`src/rtl/multi_rope_display.sv`:
```
// multi_rope_display: NUM_ROPES pendulum ropes stepped once per STEP_FRAMES frames; ropeHold input exists only with ROPE_HOLD_EN.
// ropeDR/ropeRGB/ropeIdx are registered, 1 clk after pixelX/pixelY; no backpressure, the pixel stream is free-running.
module multi_rope_display #(
    parameter int          NUM_ROPES     = 4,
    parameter int          ROPE_X0       = 80,
    parameter int          ROPE_SPACING  = 120,
    parameter int          ROPE_TOP_Y    = 64,
    parameter int          ROPE_LEN_LOG2 = 8,
    parameter int          ROPE_W        = 4,
    parameter int          SWING_MAX     = 15,
    parameter int          STEP_FRAMES   = 4,
    parameter logic [7:0]  ROPE_COLOR    = 8'hA4
) (
    input  logic                 clk,
    input  logic                 resetN,
    input  logic                 startOfFrame,
    input  logic [10:0]          pixelX,
    input  logic [10:0]          pixelY,
    input  logic [NUM_ROPES-1:0] dirToggle,
`ifdef ROPE_HOLD_EN
    input  logic [NUM_ROPES-1:0] ropeHold,
`endif
    output logic                 ropeDR,
    output logic [7:0]           ropeRGB,
    output logic [2:0]           ropeIdx
);

    localparam int CW = (STEP_FRAMES > 1) ? $clog2(STEP_FRAMES) : 1;
    localparam logic [CW-1:0]      CNT_LAST = CW'(STEP_FRAMES - 1);
    localparam logic signed [5:0]  SMAX     = 6'(SWING_MAX);
    localparam logic signed [23:0] TOP_Y    = 24'(ROPE_TOP_Y);
    localparam logic signed [23:0] LEN      = 24'(2 ** ROPE_LEN_LOG2);
    localparam logic signed [23:0] RW       = 24'(ROPE_W);

    logic signed [5:0]     offset_q [NUM_ROPES];
    logic signed [5:0]     offset_d [NUM_ROPES];
    logic [CW-1:0]         cnt_q    [NUM_ROPES];
    logic [CW-1:0]         cnt_d    [NUM_ROPES];
    logic [NUM_ROPES-1:0]  dir_q, dir_d;
    logic [NUM_ROPES-1:0]  pend_q, pend_d;
    logic [NUM_ROPES-1:0]  hold;

    logic                  dr_q, dr_d;
    logic [7:0]            rgb_q, rgb_d;
    logic [2:0]            idx_q, idx_d;

`ifdef ROPE_HOLD_EN
    assign hold = ropeHold;
`else
    assign hold = '0;
`endif

    // A toggle arriving on the stepping edge is folded into d directly rather than via pend.
    always_comb begin
        dir_d  = dir_q;
        pend_d = pend_q | dirToggle;
        for (int i = 0; i < NUM_ROPES; i++) begin
            offset_d[i] = offset_q[i];
            cnt_d[i]    = cnt_q[i];
            if (startOfFrame && !hold[i]) begin
                if (cnt_q[i] != CNT_LAST) begin
                    cnt_d[i] = cnt_q[i] + 1'b1;
                end else begin
                    cnt_d[i]  = '0;
                    pend_d[i] = 1'b0;
                    if (dir_q[i] ^ (pend_q[i] | dirToggle[i])) begin
                        if (offset_q[i] < SMAX) begin
                            offset_d[i] = offset_q[i] + 6'sd1;
                            dir_d[i]    = 1'b1;
                        end else begin
                            offset_d[i] = offset_q[i] - 6'sd1;
                            dir_d[i]    = 1'b0;
                        end
                    end else begin
                        if (offset_q[i] > -SMAX) begin
                            offset_d[i] = offset_q[i] - 6'sd1;
                            dir_d[i]    = 1'b0;
                        end else begin
                            offset_d[i] = offset_q[i] + 6'sd1;
                            dir_d[i]    = 1'b1;
                        end
                    end
                end
            end
        end
    end

    logic signed [23:0] xpos, yrel, prod, left;
    logic               y_in;

    // Scan from the highest index down so the lowest covering rope is the one kept.
    always_comb begin
        dr_d  = 1'b0;
        idx_d = '0;
        prod  = '0;
        left  = '0;
        xpos  = $signed({13'd0, pixelX});
        yrel  = $signed({13'd0, pixelY}) - TOP_Y;
        y_in  = (yrel >= 24'sd0) && (yrel < LEN);
        for (int i = NUM_ROPES - 1; i >= 0; i--) begin
            prod = $signed({{18{offset_q[i][5]}}, offset_q[i]}) * yrel;
            left = 24'(ROPE_X0 + i * ROPE_SPACING) + (prod >>> ROPE_LEN_LOG2);
            if (y_in && (xpos >= left) && (xpos < left + RW)) begin
                dr_d  = 1'b1;
                idx_d = 3'(i);
            end
        end
        rgb_d = dr_d ? ROPE_COLOR : 8'h00;
    end

    always_ff @(posedge clk or negedge resetN) begin
        if (!resetN) begin
            for (int i = 0; i < NUM_ROPES; i++) begin
                offset_q[i] <= '0;
                cnt_q[i]    <= '0;
            end
            dir_q  <= '1;
            pend_q <= '0;
            dr_q   <= 1'b0;
            rgb_q  <= 8'h00;
            idx_q  <= '0;
        end else begin
            for (int i = 0; i < NUM_ROPES; i++) begin
                offset_q[i] <= offset_d[i];
                cnt_q[i]    <= cnt_d[i];
            end
            dir_q  <= dir_d;
            pend_q <= pend_d;
            dr_q   <= dr_d;
            rgb_q  <= rgb_d;
            idx_q  <= idx_d;
        end
    end

    assign ropeDR  = dr_q;
    assign ropeRGB = rgb_q;
    assign ropeIdx = idx_q;

endmodule

```
`config.mk`:
```
export PLATFORM = sky130hd
export DESIGN_NAME = multi_rope_display
export DESIGN_NICKNAME = d
export VERILOG_FILES = /design/src/rtl/multi_rope_display.sv
export SDC_FILE = /design/constraint.sdc
export NUM_CORES = 1
export LEC_CHECK = 0
export BUFFER_PORTS_ARGS = -buffer_cell sky130_fd_sc_hd__buf_2
export CAP_MARGIN = 20
export CELL_PAD_IN_SITES_DETAIL_PLACEMENT = 1
export CELL_PAD_IN_SITES_GLOBAL_PLACEMENT = 1
export CORE_MARGIN = 3
export CORE_UTILIZATION = 40
export CTS_BUF_LIST = sky130_fd_sc_hd__clkbuf_4 sky130_fd_sc_hd__clkbuf_8 sky130_fd_sc_hd__clkbuf_16
export DETAILED_ROUTE_END_ITERATION = 12
export PLACE_DENSITY_LB_ADDON = 0.3
export SYNTH_ARGS = -nofsm -noshare
export SYNTH_HDL_FRONTEND = slang
export SYNTH_SLANG_ARGS = --single-unit
```
`constraint.sdc`:
```
create_clock -name clk -period 8 [get_ports clk]
set_clock_uncertainty 0.05 [all_clocks]
set_input_delay 0 -clock clk [delete_from_list [all_inputs] [get_ports clk]]
set_output_delay 0 -clock clk [all_outputs]
set_load 0.02 [all_outputs]
```
==> results of run 1 <==
==> kinds of logic after synthesis <==
kind of cell | count (synthesis) | share of synthesized area
flops | 43 | 0.0731
xor+xnor | 133 | 0.0815
buf+inv | 270 | 0.0710
other cells | 1 | 0.000253
simple gates | 504 | 0.178
mux | 17 | 0.0123
compound gates | 268 | 0.133
fa+ha+maj | 416 | 0.451
==> final cells by class <==
cell class	count	area (sq um)	area share
sequential	43	1080	0.0681
inverter	199	753	0.0473
clock inverter	3	23.8	0.00149
timing repair buffer	92	631	0.0396
tap	461	577	0.0363
multi-input combinational	1344	12700	0.799
clock buffer	5	125	0.00787
==> cells in the final DEF, fill, tap and decap left out, types with 5 or more instances in the layout <==
cell             n
and2_1         139
nor2b_1         26
a211oi_1        13
nand4_1         11
o31ai_1         11
o211ai_1         9
and3_1           7
a21oi_1         61
xnor2_1         83
conb_1           6
ha_1           219
mux2i_1          7
xor2_1          46
o21ai_1          5
o21bai_1        15
nand3_1         10
buf_2           34
a21o_1          23
a211o_1          6
dlygate4sd3_1    5
dfrtp_1         37
fa_1           196
inv_1          196
nor3_1          18
a31oi_1          6
mux2_2          10
nand2_1        102
o21a_1          18
buf_4           52
nor2_1         124
nand2b_1        24
o21ai_0         37
clkbuf_16        5
or3_1            6
or4_1            5
nor4_1           5
==> flip-flops by register name, indices dropped and copies added, names as in the netlist <==
register,count
cnt_q,8
ropeRGB,1
ropeIdx,2
pend_q,4
offset_q,24
dir_q,4
==> path summary, 6_finish.rpt <==
kind,endpoint,slack (ns),cells after the start
min reg2reg,dir_q[0],0.44,2
max in group asynchronous,offset_q[22],7.16,3
min,pend_q[3],0.09,2
max reg2reg,ropeIdx[1],0.46,30
max,ropeIdx[1],0.46,30
min in group asynchronous,cnt_q[4],0.29,3
==> per-layer routing <==
| layer | share of wire | routed length [um] | up-vias | GRT usage |
|---|---|---|---|---|
| met5 | 0 | 0 | - | 0 |
| met4 | 0.025 | 1010 | 0 | 0.0579 |
| met3 | 0.029 | 1160 | 59 | 0.0277 |
| met2 | 0.53 | 20800 | 135 | 0.388 |
| met1 | 0.42 | 16500 | 5987 | 0.248 |
| li1 | - | - | 5513 | - |
==> worst register-to-register path: cells and delay by family (launching register included) <==
kind | cells | cell delay [ns]
AOI/OAI and AO/OA | 10 | 2.32
adders and majority gates | 7 | 2.84
DFF | 1 | 0.50
buffers and inverters | 3 | 0.16
xor gates and xnor gates | 3 | 0.47
and+or+nand+nor | 7 | 1.10
==> per-stage QoR <==
| stage | instance area, sq um | utilization | std cells | setup WS (ns) |
|---|---|---|---|---|
| after global routing | 15900 | 0.442 | 2147 | 0.0179 |
| after detailed placement | 15600 | 0.435 | 2130 | 0.264 |
| after CTS | 15800 | 0.440 | 2143 | 0.298 |
| after floorplan | 14800 | - | 1657 | 0.549 |
| after global placement | 15600 | 0.435 | 2130 | 0.396 |
| final | 15900 | 0.442 | 2147 | 0.464 |
==> what timing repair did <==
action / 4_1_cts / 5_1_grt
gates resized for setup: 0 / 7
hold buffers: 5 / 0
setup endpoints to repair: 0 / 3
setup buffers: 0 / 4
endpoints found under the hold margin: 43 / 0
==> metrics.md, run 1 <==
| Metric | Value |
|---|---|
| Outcome | `completed` |
| Synth cell count leaders | `ha_1 (219), inv_1 (197), fa_1 (196), and2_1 (139), nor2_1 (124)` |
| Crit share post-route | `0.942` |
| Layout cells sized above 1 | `0.0896` |
| Tot GR Track Use | `0.207` |
| WP data arrival | `7.70 ns` |
| Seq/Total Area, Yosys | `0.0731` |
| Via count | `11700` |
| Most common cell in the netlist | `ha_1` |
| HP Start | `startOfFrame` |
| GPL Wtd Cong | `0.845` |
| Worst-Skew Late Latency | `0.31 ns` |
| Layout net count | `2129` |
| Antenna cell count | `0` |
| Least-Margin Pin Slew | `0.958 ns` |
| Detailed Route Iter0 Violations | `353` |
| Crit path max fanout | `8` |
| Fin Setup TNS | `0 ns` |
| Vias in the first global route | `13100` |
| Total grt overflow | `0` |
| CP startpoint kind | `register` |
| # H-tree levels | `2` |
| Max-Cap Viols | `0` |
| Residual DRC | `0` |
| Final setup fails | `0` |
| FP Rows | `69` |
| Reg clk slew, reported paths | `0.08 ns` |
| CTS Buffer Depth | `2` |
| Fmax achieved | `133 MHz` |
| Family with the most delay on the worst path | `adder cells` |
| Post-synth EDFFs | `0` |
| Final Hold Vio Count | `0` |
| Crit path buffers/inverters | `3` |
| Top cells by area, synth | `fa_1 (27%), ha_1 (19%), dfrtp_1 (6.6%), and2_1 (5.9%), inv_1 (5.0%)` |
| Origin of the critical flop-to-flop path | `offset_q[23]` |
| PortBufs | `34` |
| Initial Utilization | `0.411` |
| Area of the mapped netlist | `14800 sq um` |
| #FFs+latches synth | `43` |
| Crit path top cell by count | `fa_1` |
| Final WL | `39500 um` |
| Routed Antenna Nets | `0` |
| Slowest-stage cell, CP | `fa_1` |
| Yosys Warn Count | `0` |
| Worst setup EP type | `register` |
| Ys flop type | `dfrtp_1` |
| Hold slack | `0.0949 ns` |
| Routed wire per std cell | `18.4 um` |
| HP Class | `in2reg` |
| Required time worst endpoint | `8.16 ns` |
| Post-DR vias/cell | `5.45` |
| Area grow syn2layout | `7.53%` |
| RSZ-0062 raised after global routing | `no` |
| Core area | `36000 sq um` |
| CTS sink cnt | `43` |
| Die H | `198 um` |
| Initial antenna violation count | `1` |
| Critical path's largest stage delay | `0.55 ns` |
| Yosys top cell area share | `0.265` |
| Synth async-reset ratio | `1.00` |
| Slew Viols, Final | `0` |
| Syn avg cell area | `8.96 sq um` |
| Die outline area | `39300 sq um` |
| Fillers | `4172` |
| CTS tree | `built` |
| Period minus WS final | `7.54 ns` |
| Slew headroom | `0.359` |
| TritonCTS Buffers | `5` |
| Root Driver | `clkbuf_16` |
| First-pass GRT wire length | `66100 um` |
| Distinct cells, synth | `98` |
| Io pins | `41` |
| TritonRoute pass-1 iters | `7` |
| Cell taking the most area after synthesis | `fa_1` |
| Largest net degree at the start of global routing | `44` |
| Mapped Cells | `1652` |
| Critical path type | `reg2reg` |
| HPWL after DPL | `33400 um` |
| Worst Setup SP | `offset_q[23]` |
| Chip Width | `198 um` |
Power of run 1 is not shown: default switching activity piles up to over one toggle a cycle in this logic, so the estimate is an artifact.
==> inputs of run 2 (changes only) <==
--- a/config.mk
+++ b/config.mk
@@ -10,7 +10,7 @@
 export CELL_PAD_IN_SITES_DETAIL_PLACEMENT = 1
 export CELL_PAD_IN_SITES_GLOBAL_PLACEMENT = 1
 export CORE_MARGIN = 3
-export CORE_UTILIZATION = 40
+export CORE_UTILIZATION = 44
 export CTS_BUF_LIST = sky130_fd_sc_hd__clkbuf_4 sky130_fd_sc_hd__clkbuf_8 sky130_fd_sc_hd__clkbuf_16
 export DETAILED_ROUTE_END_ITERATION = 12
 export PLACE_DENSITY_LB_ADDON = 0.3
==> run 2 against run 1 <==
Die area shrank 8.8%. Sequential share of layout area is essentially flat. Non-clock buffer count shrank 5. Global-route usage grew 2.7 points. Flip-flop and latch count is the same. Utilization grew 4.1 points. Worst setup slack lost 0.034 ns. Hold slack lost 0.093 ns. Via count grew 0.61%. Register-to-register slack lost 0.03 ns.
==> metrics.md, run 2 (same netlist as run 1, synthesis figures left out) <==
| Metric | Value |
|---|---|
| Post-DR vias/cell | `5.54 (+1.7%)` |
| # H-tree levels | `2 (unchanged)` |
| Setup ws final | `0.430 ns (-0.0338 ns)` |
| Detailed Route Iter0 Violations | `399 (+13%)` |
| Die outline area | `35900 sq um (-8.8%)` |
| Routed Antenna Nets | `0 (unchanged)` |
| GPL Wtd Cong | `0.853 (+0.98%)` |
| Root Driver | `clkbuf_16` |
| Largest net degree at the start of global routing | `44 (unchanged)` |
| TritonRoute pass-1 iters | `5 (-2)` |
| Placed Instances | `2109 (-0.99%)` |
| Antenna cell count | `0 (unchanged)` |
| Worst setup EP type | `register` |
| Max-Cap Viols | `0 (unchanged)` |
| Period minus WS final | `7.57 ns (+0.0338 ns)` |
| CTS Buffer Depth | `2 (unchanged)` |
| Reg clk slew, reported paths | `0.08 ns (about the same)` |
| Non-Filler Instances | `2123 (-1.1%)` |
| Most frequent cells in the layout | `ha_1 (219), inv_1 (196), fa_1 (196)` |
| Crit path buffers/inverters | `3 (unchanged)` |
| Residual DRC | `0 (unchanged)` |
| HPWL after DPL | `33600 um (+0.73%)` |
| Worst-Skew Late Latency | `0.31 ns (about the same)` |
| Initial antenna violation count | `1 (unchanged)` |
| CTS sink cnt | `43 (unchanged)` |
| Slowest-stage cell, CP | `fa_1` |
| RSZ-0062 raised after global routing | `yes` |
| R2R Setup Slk | `0.43 ns (-0.03 ns)` |
| Critical path type | `reg2reg` |
| Final Core Density | `0.483 (+0.0407)` |
| Critical path's largest stage delay | `0.54 ns (about the same)` |
| Outcome | `completed` |
| Slew headroom | `0.363 (+0.00356)` |
| Vias in the first global route | `13200 (+1.1%)` |
| Final setup fails | `0 (unchanged)` |
| Family with the most delay on the worst path | `adder cells` |
| Slew Viols, Final | `0 (unchanged)` |
| Routed wire per std cell | `19.1 um (+3.6%)` |
| PortBufs | `34 (unchanged)` |
| TritonCTS Buffers | `5 (unchanged)` |
| Fmax achieved | `132 MHz (-0.45%)` |
| WP data arrival | `7.73 ns (+0.03 ns)` |
| Least-Margin Pin Slew | `0.953 ns (-0.00532 ns)` |
| Total grt overflow | `0 (unchanged)` |
| HP Class | `in2reg` |
| Core area | `32900 sq um (-8.7%)` |
| Required time worst endpoint | `8.16 ns (about the same)` |
| Area grow syn2layout | `7.21%` |
| Final WL | `40500 um (+2.4%)` |
| Chip Width | `189 um (-4.5%)` |
| FP Rows | `66 (-4.3%)` |
| Regs by FF count | `offset_q: 24 flops, cnt_q: 8 flops` |
| CTS tree | `built` |
| Largest register FFs | `24 (unchanged)` |
| Crit path top cell by count | `fa_1` |
| Initial Utilization | `0.450 (+0.0392)` |
| Layout cells sized above 1 | `0.0886 (-0.000923)` |
| Via count | `11800 (+0.61%)` |
| Layout net count | `2124 (-0.23%)` |
| Die H | `189 um (-4.5%)` |
| Setup WS pre-CTS | `0.139 ns (-0.124 ns)` |
| CP startpoint kind | `register` |
| Io pins | `41 (unchanged)` |
| Tot GR Track Use | `0.234 (+0.0266)` |
| First-pass GRT wire length | `67900 um (+2.8%)` |
| Crit path max fanout | `12 (+4)` |
| Crit share post-route | `0.946 (+0.00422)` |
| Fin Setup TNS | `0 ns (unchanged)` |
| Reg with most FFs | `offset_q` |
| Final Hold Vio Count | `0 (unchanged)` |
| Commonest non-fill, non-tap cell in the layout | `ha_1` |
==> run 2: cell type report <==
cell class | count | area (sq um)
flip-flops and latches | 43 | 1080
inverters | 199 | 751
fillers | 3917 | 17000
clock inverters | 3 | 23.8
repair buffers | 87 | 578
well taps | 442 | 553
clock buffers | 5 | 125
multi-input cells | 1344 | 12700
==> run 2: repair_timing <==
action / in CTS / in global routing
hold buffers: 4 / 0
endpoints found under the hold margin: 42 / 0
setup buffers: 0 / 2
gates resized for setup: 0 / 11
endpoints found under the setup margin: 0 / 3
==> run 2: final timing paths <==
path | start | depth (start not counted) | end
max in group asynchronous | resetN | 3 | offset_q[10]
worst min-delay path | dirToggle[0] | 3 | pend_q[0]
worst min register to register | dir_q[1] | 2 | dir_q[1]
min in group asynchronous | resetN | 3 | pend_q[0]
worst max-delay path | offset_q[22] | 30 | ropeIdx[1]
worst max register to register | offset_q[22] | 30 | ropeIdx[1]
==> run 2: tightest hold or removal path: stages <==
cell	delay, ns
buf_2	0.09
nor2_1	0.09
a21oi_1	0.14
==> run 2: per-stage QoR <==
stage	hold slack, ns	area, sq um
after floorplan	-0.346	14800
after global placement	0.0952	15600
after detailed placement	0.105	15600
after CTS	0.000115	15800
after global routing	0.00384	15900
final	0.00219	15900
==> run 2: routing by layer <==
layer  track usage  wire, um  vias up
met1         0.284     16900     6069
met5             0        16        -
met2         0.441     21600      145
met3        0.0248      1140       55
met4        0.0603       886        2
li1              -         -     5494
Power of run 2 is left out for the same reason.
